**config.mk**
```make
export PLATFORM = sky130hd
export DESIGN_NAME = pickin_input
export DESIGN_NICKNAME = d
export VERILOG_FILES = /design/src/rtl/pickin_input_pkg.sv /design/src/rtl/pickin_coin_shaper.sv /design/src/rtl/pickin_input.sv
export SDC_FILE = /design/constraint.sdc
export NUM_CORES = 1
export LEC_CHECK = 0
export CORE_MARGIN = 5
export CORE_UTILIZATION = 44
export DETAILED_ROUTE_END_ITERATION = 8
export GPL_ROUTABILITY_DRIVEN = 0
export PLACE_DENSITY_LB_ADDON = 0.1
export RECOVER_POWER = 50
export SYNTH_ARGS = -nofsm -noshare
export SYNTH_HDL_FRONTEND = slang
export SYNTH_SLANG_ARGS = --single-unit
```
**constraint.sdc**
```tcl
create_clock -name clk_sys -period 1.6 [get_ports clk_sys]
set_clock_uncertainty 0.05 [all_clocks]
set_input_delay 0.24 -clock clk_sys [delete_from_list [all_inputs] [get_ports clk_sys]]
set_output_delay 0.24 -clock clk_sys [all_outputs]
set_load 0.01 [all_outputs]
```
**src/rtl/pickin_input_pkg.sv**
```systemverilog
// Shared definitions for the pickin_input keyboard/joystick front end:
// coin FSM states, PS/2 scan codes and joystick bit positions.
package pickin_input_pkg;

    typedef enum logic [1:0] {
        COIN_IDLE  = 2'd0,
        COIN_PULSE = 2'd1,
        COIN_GUARD = 2'd2
    } coin_state_t;

    // Arrow keys are matched on the low byte only (extended prefix ignored)
    localparam logic [7:0] SC_UP    = 8'h75;
    localparam logic [7:0] SC_DOWN  = 8'h72;
    localparam logic [7:0] SC_LEFT  = 8'h6B;
    localparam logic [7:0] SC_RIGHT = 8'h74;

    localparam logic [8:0] SC_P1_FIRE_A = 9'h029;
    localparam logic [8:0] SC_P1_FIRE_B = 9'h014;
    localparam logic [8:0] SC_START1_A  = 9'h005;
    localparam logic [8:0] SC_START1_B  = 9'h016;
    localparam logic [8:0] SC_START2_A  = 9'h006;
    localparam logic [8:0] SC_START2_B  = 9'h01E;
    localparam logic [8:0] SC_COIN_A    = 9'h02E;
    localparam logic [8:0] SC_COIN_B    = 9'h036;
    localparam logic [8:0] SC_P2_UP     = 9'h02D;
    localparam logic [8:0] SC_P2_DOWN   = 9'h02B;
    localparam logic [8:0] SC_P2_LEFT   = 9'h023;
    localparam logic [8:0] SC_P2_RIGHT  = 9'h034;
    localparam logic [8:0] SC_P2_FIRE   = 9'h01C;
    localparam logic [8:0] SC_TEST      = 9'h02C;

    localparam int unsigned JOY_RIGHT  = 0;
    localparam int unsigned JOY_LEFT   = 1;
    localparam int unsigned JOY_DOWN   = 2;
    localparam int unsigned JOY_UP     = 3;
    localparam int unsigned JOY_FIRE   = 4;
    localparam int unsigned JOY_START1 = 5;
    localparam int unsigned JOY_START2 = 6;
    localparam int unsigned JOY_COIN   = 7;

endpackage

```
**src/rtl/pickin_coin_shaper.sv**
```systemverilog
// Coin pulse shaper: one request yields a fixed-length high pulse followed by
// an equal-length low guard; requests outside IDLE are dropped.
module pickin_coin_shaper
    import pickin_input_pkg::*;
#(
    parameter int unsigned COIN_PULSE_CYC = 120000
) (
    input  logic clk_sys,
    input  logic reset,
    input  logic i_req,
    output logic o_coin
);

    localparam int unsigned CW = $clog2(COIN_PULSE_CYC + 1);
    localparam logic [CW-1:0] LAST = CW'(COIN_PULSE_CYC - 1);

    coin_state_t   r_state;
    logic [CW-1:0] r_cnt;
    logic          r_coin;

    // The counter tops out at LAST because reaching it always leaves the state
    always_ff @(posedge clk_sys) begin
        if (reset) begin
            r_state <= COIN_IDLE;
            r_cnt   <= '0;
            r_coin  <= 1'b0;
        end else begin
            unique case (r_state)
                COIN_IDLE: begin
                    if (i_req) begin
                        r_state <= COIN_PULSE;
                        r_cnt   <= '0;
                        r_coin  <= 1'b1;
                    end
                end
                COIN_PULSE: begin
                    if (r_cnt == LAST) begin
                        r_state <= COIN_GUARD;
                        r_cnt   <= '0;
                        r_coin  <= 1'b0;
                    end else begin
                        r_cnt <= r_cnt + CW'(1);
                    end
                end
                COIN_GUARD: begin
                    if (r_cnt == LAST) begin
                        r_state <= COIN_IDLE;
                        r_cnt   <= '0;
                    end else begin
                        r_cnt <= r_cnt + CW'(1);
                    end
                end
                default: begin
                    r_state <= COIN_IDLE;
                    r_cnt   <= '0;
                    r_coin  <= 1'b0;
                end
            endcase
        end
    end

    assign o_coin = r_coin;

endmodule

```
**src/rtl/pickin_input.sv**
```systemverilog
// PS/2 keyboard + two joystick input merger with rotation, coin shaping and
// optional per-player autofire (enabled by defining INPUT_AUTOFIRE_EN).
module pickin_input
    import pickin_input_pkg::*;
#(
    parameter int unsigned COIN_PULSE_CYC = 120000,
    parameter int unsigned AUTOFIRE_DIV   = 600000
) (
    input  logic        clk_sys,
    input  logic        reset,
    input  logic [10:0] ps2_key,
    input  logic [15:0] joystick_0,
    input  logic [15:0] joystick_1,
    input  logic        rotate,
    input  logic [1:0]  autofire,
    output logic        p1_up,
    output logic        p1_down,
    output logic        p1_left,
    output logic        p1_right,
    output logic        p1_fire,
    output logic        p2_up,
    output logic        p2_down,
    output logic        p2_left,
    output logic        p2_right,
    output logic        p2_fire,
    output logic        start1,
    output logic        start2,
    output logic        test,
    output logic        coin1
);

    logic       r_tgl_d;
    logic       w_event;
    logic       w_press;
    logic [8:0] w_code;

    logic r_k1_up, r_k1_down, r_k1_left, r_k1_right, r_k1_fire;
    logic r_k2_up, r_k2_down, r_k2_left, r_k2_right, r_k2_fire;
    logic r_k_start1, r_k_start2, r_k_coin_a, r_k_coin_b, r_k_test;

    assign w_event = ps2_key[10] ^ r_tgl_d;
    assign w_press = ps2_key[9];
    assign w_code  = ps2_key[8:0];

    // Previous toggle tracks the input even in reset so release is event-free
    always_ff @(posedge clk_sys) begin
        r_tgl_d <= ps2_key[10];
    end

    always_ff @(posedge clk_sys) begin
        if (reset) begin
            {r_k1_up, r_k1_down, r_k1_left, r_k1_right, r_k1_fire}       <= '0;
            {r_k2_up, r_k2_down, r_k2_left, r_k2_right, r_k2_fire}       <= '0;
            {r_k_start1, r_k_start2, r_k_coin_a, r_k_coin_b, r_k_test}   <= '0;
        end else if (w_event) begin
            case (w_code[7:0])
                SC_UP:    r_k1_up    <= w_press;
                SC_DOWN:  r_k1_down  <= w_press;
                SC_LEFT:  r_k1_left  <= w_press;
                SC_RIGHT: r_k1_right <= w_press;
                default: begin
                    case (w_code)
                        SC_P1_FIRE_A, SC_P1_FIRE_B: r_k1_fire  <= w_press;
                        SC_START1_A,  SC_START1_B:  r_k_start1 <= w_press;
                        SC_START2_A,  SC_START2_B:  r_k_start2 <= w_press;
                        SC_COIN_A:                  r_k_coin_a <= w_press;
                        SC_COIN_B:                  r_k_coin_b <= w_press;
                        SC_P2_UP:                   r_k2_up    <= w_press;
                        SC_P2_DOWN:                 r_k2_down  <= w_press;
                        SC_P2_LEFT:                 r_k2_left  <= w_press;
                        SC_P2_RIGHT:                r_k2_right <= w_press;
                        SC_P2_FIRE:                 r_k2_fire  <= w_press;
                        SC_TEST:                    r_k_test   <= w_press;
                        default: ;
                    endcase
                end
            endcase
        end
    end

    logic w_p1_up, w_p1_down, w_p1_left, w_p1_right;
    logic w_p2_up, w_p2_down, w_p2_left, w_p2_right;
    logic [1:0] w_fire_held;
    logic [1:0] w_fire_out;

    assign w_p1_up    = r_k1_up    | joystick_0[JOY_UP];
    assign w_p1_down  = r_k1_down  | joystick_0[JOY_DOWN];
    assign w_p1_left  = r_k1_left  | joystick_0[JOY_LEFT];
    assign w_p1_right = r_k1_right | joystick_0[JOY_RIGHT];
    assign w_p2_up    = r_k2_up    | joystick_1[JOY_UP];
    assign w_p2_down  = r_k2_down  | joystick_1[JOY_DOWN];
    assign w_p2_left  = r_k2_left  | joystick_1[JOY_LEFT];
    assign w_p2_right = r_k2_right | joystick_1[JOY_RIGHT];

    assign w_fire_held[0] = r_k1_fire | joystick_0[JOY_FIRE];
    assign w_fire_held[1] = r_k2_fire | joystick_1[JOY_FIRE];

    logic w_unused;

`ifdef INPUT_AUTOFIRE_EN
    localparam int unsigned AW = $clog2(AUTOFIRE_DIV + 1);
    localparam logic [AW-1:0] AF_LAST = AW'(AUTOFIRE_DIV - 1);

    logic [AW-1:0] r_af_cnt   [2];
    logic [AW-1:0] w_af_cnt_n [2];
    logic [1:0]    r_af_phase;
    logic [1:0]    w_af_phase_n;
    logic [1:0]    r_held_d;

    // Output uses the next phase so a fresh press is high on its first cycle
    always_comb begin
        w_af_phase_n = '0;
        w_fire_out   = '0;
        for (int unsigned i = 0; i < 2; i++) begin
            w_af_cnt_n[i] = '0;
            if (w_fire_held[i] && !r_held_d[i]) begin
                w_af_phase_n[i] = 1'b1;
            end else if (w_fire_held[i]) begin
                if (r_af_cnt[i] == AF_LAST) begin
                    w_af_phase_n[i] = ~r_af_phase[i];
                end else begin
                    w_af_phase_n[i] = r_af_phase[i];
                    w_af_cnt_n[i]   = r_af_cnt[i] + AW'(1);
                end
            end
            w_fire_out[i] = w_fire_held[i] & (autofire[i] ? w_af_phase_n[i] : 1'b1);
        end
    end

    always_ff @(posedge clk_sys) begin
        if (reset) begin
            r_af_cnt[0] <= '0;
            r_af_cnt[1] <= '0;
            r_af_phase  <= '0;
            r_held_d    <= '0;
        end else begin
            r_af_cnt[0] <= w_af_cnt_n[0];
            r_af_cnt[1] <= w_af_cnt_n[1];
            r_af_phase  <= w_af_phase_n;
            r_held_d    <= w_fire_held;
        end
    end

    assign w_unused = &{joystick_0[15:8], joystick_1[15:8]};
`else
    assign w_fire_out = w_fire_held;
    assign w_unused   = &{joystick_0[15:8], joystick_1[15:8], autofire, (AUTOFIRE_DIV == 0)};
`endif

    logic r_p1_up, r_p1_down, r_p1_left, r_p1_right, r_p1_fire;
    logic r_p2_up, r_p2_down, r_p2_left, r_p2_right, r_p2_fire;
    logic r_start1, r_start2, r_test;

    always_ff @(posedge clk_sys) begin
        if (reset) begin
            {r_p1_up, r_p1_down, r_p1_left, r_p1_right, r_p1_fire} <= '0;
            {r_p2_up, r_p2_down, r_p2_left, r_p2_right, r_p2_fire} <= '0;
            {r_start1, r_start2, r_test}                           <= '0;
        end else begin
            if (rotate) begin
                r_p1_up    <= w_p1_left;
                r_p1_down  <= w_p1_right;
                r_p1_left  <= w_p1_down;
                r_p1_right <= w_p1_up;
                r_p2_up    <= w_p2_left;
                r_p2_down  <= w_p2_right;
                r_p2_left  <= w_p2_down;
                r_p2_right <= w_p2_up;
            end else begin
                r_p1_up    <= w_p1_up;
                r_p1_down  <= w_p1_down;
                r_p1_left  <= w_p1_left;
                r_p1_right <= w_p1_right;
                r_p2_up    <= w_p2_up;
                r_p2_down  <= w_p2_down;
                r_p2_left  <= w_p2_left;
                r_p2_right <= w_p2_right;
            end
            r_p1_fire <= w_fire_out[0];
            r_p2_fire <= w_fire_out[1];
            r_start1  <= r_k_start1 | joystick_0[JOY_START1] | joystick_1[JOY_START1];
            r_start2  <= r_k_start2 | joystick_0[JOY_START2] | joystick_1[JOY_START2];
            r_test    <= r_k_test;
        end
    end

    logic w_coin_src;
    logic r_coin_src_d;
    logic w_coin_req;

    assign w_coin_src = r_k_coin_a | r_k_coin_b | joystick_0[JOY_COIN] | joystick_1[JOY_COIN];
    assign w_coin_req = w_coin_src & ~r_coin_src_d;

    // Edge history follows the source during reset so a held coin stays quiet
    always_ff @(posedge clk_sys) begin
        r_coin_src_d <= w_coin_src;
    end

    pickin_coin_shaper #(
        .COIN_PULSE_CYC(COIN_PULSE_CYC)
    ) u_coin (
        .clk_sys (clk_sys),
        .reset   (reset),
        .i_req   (w_coin_req),
        .o_coin  (coin1)
    );

    assign p1_up    = r_p1_up;
    assign p1_down  = r_p1_down;
    assign p1_left  = r_p1_left;
    assign p1_right = r_p1_right;
    assign p1_fire  = r_p1_fire;
    assign p2_up    = r_p2_up;
    assign p2_down  = r_p2_down;
    assign p2_left  = r_p2_left;
    assign p2_right = r_p2_right;
    assign p2_fire  = r_p2_fire;
    assign start1   = r_start1;
    assign start2   = r_start2;
    assign test     = r_test;

endmodule

```
==> flow_summary_export.csv, run 1 <==
group,metric,value,unit
routing,num_vias,2343,
yosys,syn_inst,273,
floorplanning,die_w,85.7,um
final_layout,top_register,"u_coin.r_cnt",
grt,grt_overflow,0,
worst_setup_path,critPathSlowestCell,"a2111o_1",
sta,min_period,1650,ps
worst_setup_path,crit_family,"compound AO/OA/AOI/OAI gates",
cts,cts.root.buffer_cell,"clkbuf_8",
yosys,synth_most_common_cell,"dfxtp_1",
worst_setup_path,cp_slowest_stage_delay,410,ps
power_and_ir_drop,cellLeakagePower,1.39,nW
cts,cts.sinks,50,
sta,hold_viol,0,
worst_setup_path,worst-setup-path-type,"flop to flop",
floorplanning,num_io_pins,62,
sta,whs,199,ps
hold_path,holdPathEnd,"r_tgl_d",
routing,drc,0,
floorplanning,fp-row-count,27,
status,violations,"setup timing",
hold_path,min_from,"ps2_key[10]",
routing,drt_pass1_iterations,4,
final_layout,area_delta_synth_final,45.4,%
final_layout,diodes,0,
floorplanning,start_util,45.5,%
routing,detail-route-antenna-nets,0,
worst_setup_path,crit_chain,"ha_4 -> and4bb_2 -> nand4_4 -> a2111o_1 -> a221oi_2",
place,dp_hpwl,4480,um
yosys,syn_avg_cell_area,9.24,um2
yosys,synth_edf_count,0,
yosys,synth-seq-cells,50,
worst_setup_path,cp.required,1770,ps
cts,holdBufCountCts,0,
worst_setup_path,cp.buffers_inverters,0,
routing,drt_iter0_drc,73,
grt,grt_max_degree,33,
routing,routedWlPerCell,14.7,um
yosys,yosysTopAreaCell,"dfxtp_1",
sta,setup_violations,3,
place,port_buffers,43,
cts,cts_tree,"built",
place,place_ws,-425,ps
worst_setup_path,cp_max_fo,4,
routing,totalWireLength,6390,um
yosys,syn_area,2520,um2
power_and_ir_drop,vdd_ir_drop_max,650,uV
status,status,"finished, violations left",
final_layout,largest_reg_flops,17,
worst_setup_path,crit_path_end_kind,"flop",
grt,grt_pass1_vias,2162,
floorplanning,die_area,7340,um2
yosys,yosys_warnings,0,
routing,vias_per_cell,5.40,
yosys,synth_top_flop_cell,"dfxtp_1",
cts,clk_path_buf_depth,2,
grt,grt_first_pass_wirelength,9980,um
yosys,synth_top_cells_by_count,"dfxtp_1, nor2_1, a21oi_1, mux2i_1, nor3_1",
worst_setup_path,reg2reg_to,"u_coin.o_coin",
sta,worst_pin_slew,367,ps
sta,slew_headroom,75.3,%
final_layout,fin_util,66.2,%
yosys,ys_types,55,
worst_setup_path,path_depth,5,
sta,fin_setup_tns,-75.3,ps
sta,rsz0062_at_grt,"true",
floorplanning,core_area,5540,um2
run,cap_violations,0,
cts,cts_buffers,5,
cts,clk_pin_slew_worst_paths,90,ps
sta,drv_slew,0,
worst_setup_path,arrival,1820,ps
worst_setup_path,r2r_cells,5,
grt,grtUsageTotal,16.8,%
hold_path,min_path_type,"input port to flop",
worst_setup_path,startpoint_type,"flop",
sta,clock.fmax,607,MHz
yosys,ys_seq_area_share,39.7,%
yosys,async_reset_ff_share,0,%
hold_path,whs_path_depth,1,
grt,grt_antenna_before_repair,0,
power_and_ir_drop,p_per_area,723,nW/um2
sta,setup_slack,-48.2,ps
yosys,ys_top_cells_by_area,"dfxtp_1, mux2i_1, a21oi_1",
yosys,synth_nets,326,
floorplanning,dieHeight,85.7,um
cts,htreeDepth,2,
yosys,synth_top_area_share,39.7,%
cts,clk_latency,300,ps
final_layout,nNetsFinal,414,
sta,min_period_over_period,103,%
final_layout,reg.largest.list,"u_coin.r_cnt (17), u_coin.r_state (2)",
worst_setup_path,rr_startpoint,"u_coin.r_cnt[0]",
final_layout,drive_gt1_share,30.7,%
worst_setup_path,rrSetupSlack,-50,ps
==> worst max path at each step <==
stage,start,to
after detailed placement,ps2_key[5],r_k1_fire
after global placement,ps2_key[5],r_k1_fire
final,u_coin.r_cnt[0],u_coin.o_coin
after floorplan,u_coin.r_cnt[1],u_coin.o_coin
after CTS,u_coin.r_cnt[0],u_coin.r_cnt[16]
after global routing,u_coin.r_cnt[0],u_coin.o_coin
==> cells by family (layout without fill, tap and decap cells) <==
logic type               after synthesis  in the layout  share of synthesized area, %
AO/OA/AOI/OAI                         59             60                          15.7
XOR/XNOR                               5              5                          2.04
adder cells (fa/ha/maj)                5              5                          2.48
buffers and inverters                 23            111                          4.86
flip-flops                            50             50                          39.7
multiplexers                          13             13                          5.16
AND/OR/NAND/NOR                      118            118                          30.0
==> per-stage QoR <==
step	std cells	power (mW)	area [um2]
global placement	421	1.76	3340
detailed placement	421	1.77	3340
CTS	430	2.66	3570
finish	434	2.65	3670
floorplan	273	1.52	2540
global route	434	2.77	3670
==> routing by layer <==
metal,GRT usage (%),up-vias,part of all wire (%)
li1,-,1201,-
met1,22.0,1100,46
met2,27.8,37,49
met3,3.84,5,4.4
met4,4.32,0,0.86
met5,0,-,0
==> layout make-up <==
type,instances,area (um2)
flip-flops and latches,50,1010
clock inverters,2,37.5
inverters,8,30.0
fillers,486,1870
multi-input cells,201,1600
well taps,72,90.1
repair buffers,95,823
clock buffers,6,72.6
==> report_power, final <==
group	switching [mW]	internal (mW)	total [mW]
Sequential	0.0168	1.28	1.30
Clock	0.418	0.467	0.885
Combinational	0.223	0.248	0.472
Total	0.658	1.99	2.65
==> cell usage in the layout (no fill, tap or decap), drive strengths merged, types with 10 or more instances in the layout <==
cell type,netlist,layout
dfxtp,50,50
buf,8,48
nor2,24,24
clkdlybuf4s50,0,29
mux2i,13,13
clkbuf,6,10
a21oi,22,22
nor3,11,11
nand2,11,11
==> timing repair <==
item                                    in CTS  in global routing
cloned                                       1                  0
setup buffers                                1                  4
gates resized for setup                     29                 31
endpoints found under the setup margin      19                 25
pin swaps                                   10                 15
Note: power is estimated with default switching activity, not from simulation.
==> run 2, diff against run 1 <==
Settings changed: CORE_MARGIN 5 to 8, SLEW_MARGIN set to 20.
==> run 2 against run 1 <==
  * The run still ends with setup timing left
  * Design area grew 0.68%
  * Global-route usage is 1.3 points lower
  * Wire length is 3.6% higher
  * Clock power rose by 4.2%
  * Utilization rose by 0.86 points
  * Sequential share of layout area fell by 0.26 points
  * Setup slack improved by 3.2 ps
  * Via count increased by 2.6%
  * First-iteration DRC count rose to 2.9 times the previous value
  * Clock-buffer cell count stayed put
  * Critical path type unchanged
  * Largest power group unchanged
==> flow_summary_export.csv, run 2 (synthesis gave the netlist of run 1 again) <==
group,metric,value,unit
status,status,"finished, violations left",
status,violations,"setup timing",
floorplanning,start_util,45.8,%
worst_setup_path,r2r_cells,7,
floorplanning,die_area,8410,um2
place,dpl_cell_area,3340,um2
place,place_ws,-463,ps
final_layout,diodes,0,
routing,drt_pass1_iterations,4,
worst_setup_path,startpoint_type,"flop",
power_and_ir_drop,cellLeakagePower,1.40,nW
sta,drv_slew,0,
final_layout,nNetsFinal,415,
cts,htreeDepth,2,
floorplanning,die_w,91.7,um
sta,slew_headroom,77.2,%
cts,cts.root.buffer_cell,"clkbuf_8",
place,dp_hpwl,4470,um
final_layout,top_register,"u_coin.r_cnt",
routing,detail-route-antenna-nets,0,
cts,cts.sinks,50,
sta,whs,192,ps
final_layout,finish.instance_area,3690,um2
sta,setup_violations,19,
cts,cts_buffers,5,
run,cap_violations,0,
floorplanning,dieHeight,91.7,um
worst_setup_path,worst-setup-path-type,"flop to flop",
floorplanning,num_io_pins,62,
hold_path,min_path_type,"input port to flop",
sta,rsz0062_at_grt,"true",
cts,clk_latency,300,ps
place,port_buffers,43,
worst_setup_path,crit_path_end_kind,"flop",
grt,grt_first_pass_wirelength,10900,um
sta,min_period_over_period,103,%
place,dp.cells,419,
routing,vias_per_cell,5.54,
cts,clk_pin_slew_worst_paths,90,ps
sta,setup_slack,-45.0,ps
floorplanning,fp-row-count,27,
grt,grt_antenna_before_repair,0,
grt,grt-busiest-layer,"met2",
final_layout,final_cell_mix,"buf_4, dfxtp_1, clkdlybuf4s50_1",
final_layout,fillers,439,
final_layout,layoutNonFillerInstCount,434,
worst_setup_path,startpoint,"u_coin.r_cnt[0]",
grt,grtUsageMet2,22.8,%
power_and_ir_drop,p_per_area,738,nW/um2
final_layout,layout_commonest_cell,"buf_4",
cts,cts_tree,"built",
grt,grt_util_met1,21.0,%
worst_setup_path,rr_startpoint,"u_coin.r_cnt[0]",
grt,grtUsageTotal,15.4,%
grt,grt_pass1_vias,2313,
routing,routedWlPerCell,15.3,um
worst_setup_path,cp_max_fo,5,
final_layout,largest_reg_flops,17,
sta,clock.fmax,608,MHz
floorplanning,core_area,5510,um2
hold_path,whs_path_depth,1,
final_layout,area_delta_synth_final,46.4,%
final_layout,drive_gt1_share,29.3,%
worst_setup_path,cp.required,1740,ps
routing,num_vias,2404,
routing,totalWireLength,6620,um
sta,worst_pin_slew,337,ps
grt,grt_overflow,0,
power_and_ir_drop,vdd_ir_drop_max,396,uV
final_layout,reg.largest.list,"u_coin.r_cnt (17), u_coin.r_state (2)",
cts,clk_path_buf_depth,2,
grt,use_met3,4.97,%
grt,grt_max_degree,33,
worst_setup_path,arrival,1790,ps
routing,drc,0,
sta,min_period,1640,ps
hold_path,min_from,"ps2_key[10]",
sta,hold_viol,0,
routing,drt_iter0_drc,215,
cts,holdBufCountCts,0,
run 2: cell types whose count changed in the layout (fill, tap and decap cells not counted), sizes merged:
cell           previous run  this run
o22a                      1         2
buf                      48        50
clkbuf                   10         8
clkinvlp                  1         0
dlymetal6s2s              5         4
clkdlybuf4s50            29        32
dlygate4sd3               3         1
run 2: what timing repair did:
item,in CTS,in global routing
gates resized for setup,27,23
buffers inserted,3,3
pin swaps,7,10
cloned,1,2
setup endpoints to repair,17,23
run 2: critical path, cell delays in order (launching register included):
cell and delay [ps]:
dfxtp_4 370, ha_4 150, and4bb_2 280, buf_4 130, a41oi_2 110, o21bai_4 230
clkbuf_16 180, a21oi_1 30
run 2: report_power, final:
part	switching (mW)	total [mW]	internal, mW
Combinational	0.227	0.506	0.279
Sequential	0.0157	1.29	1.28
Clock	0.421	0.922	0.501
Total	0.664	2.72	2.06
run 2: per-layer routing:
layer | vias to the layer above | wire [um]
li1 | 1206 | -
met1 | 1124 | 3310
met2 | 68 | 2850
met3 | 6 | 421
met4 | 0 | 45
met5 | - | 0
run 2: path summary, 6_finish.rpt:
path              slack (ps)              end
setup / recovery         -40  u_coin.r_cnt[6]
hold / removal           190          r_tgl_d
setup reg to reg         -40  u_coin.r_cnt[6]
hold reg to reg          410             test
run 2: per-stage QoR:
stage | TNS [ps] | utilization, % | power [mW]
2_1_floorplan | 0 | - | 1.52
3_3_place_gp | -9060 | 60.6 | 1.77
3_5_place_dp | -9780 | 60.6 | 1.77
4_1_cts | -97.6 | 64.6 | 2.71
5_1_grt | -1480 | 67.0 | 2.85
6_report | -543 | 67.0 | 2.72
run 2: final cells by class:
cell class | instances | area (um2) | share of cell area [%]
clock buffers | 6 | 82.6 | 2.24
clock inverters | 1 | 30.0 | 0.814
inverters | 8 | 30.0 | 0.814
multi-input cells | 202 | 1580 | 42.7
flip-flops and latches | 50 | 1010 | 27.4
well taps | 72 | 90.1 | 2.44
repair buffers | 95 | 870 | 23.6
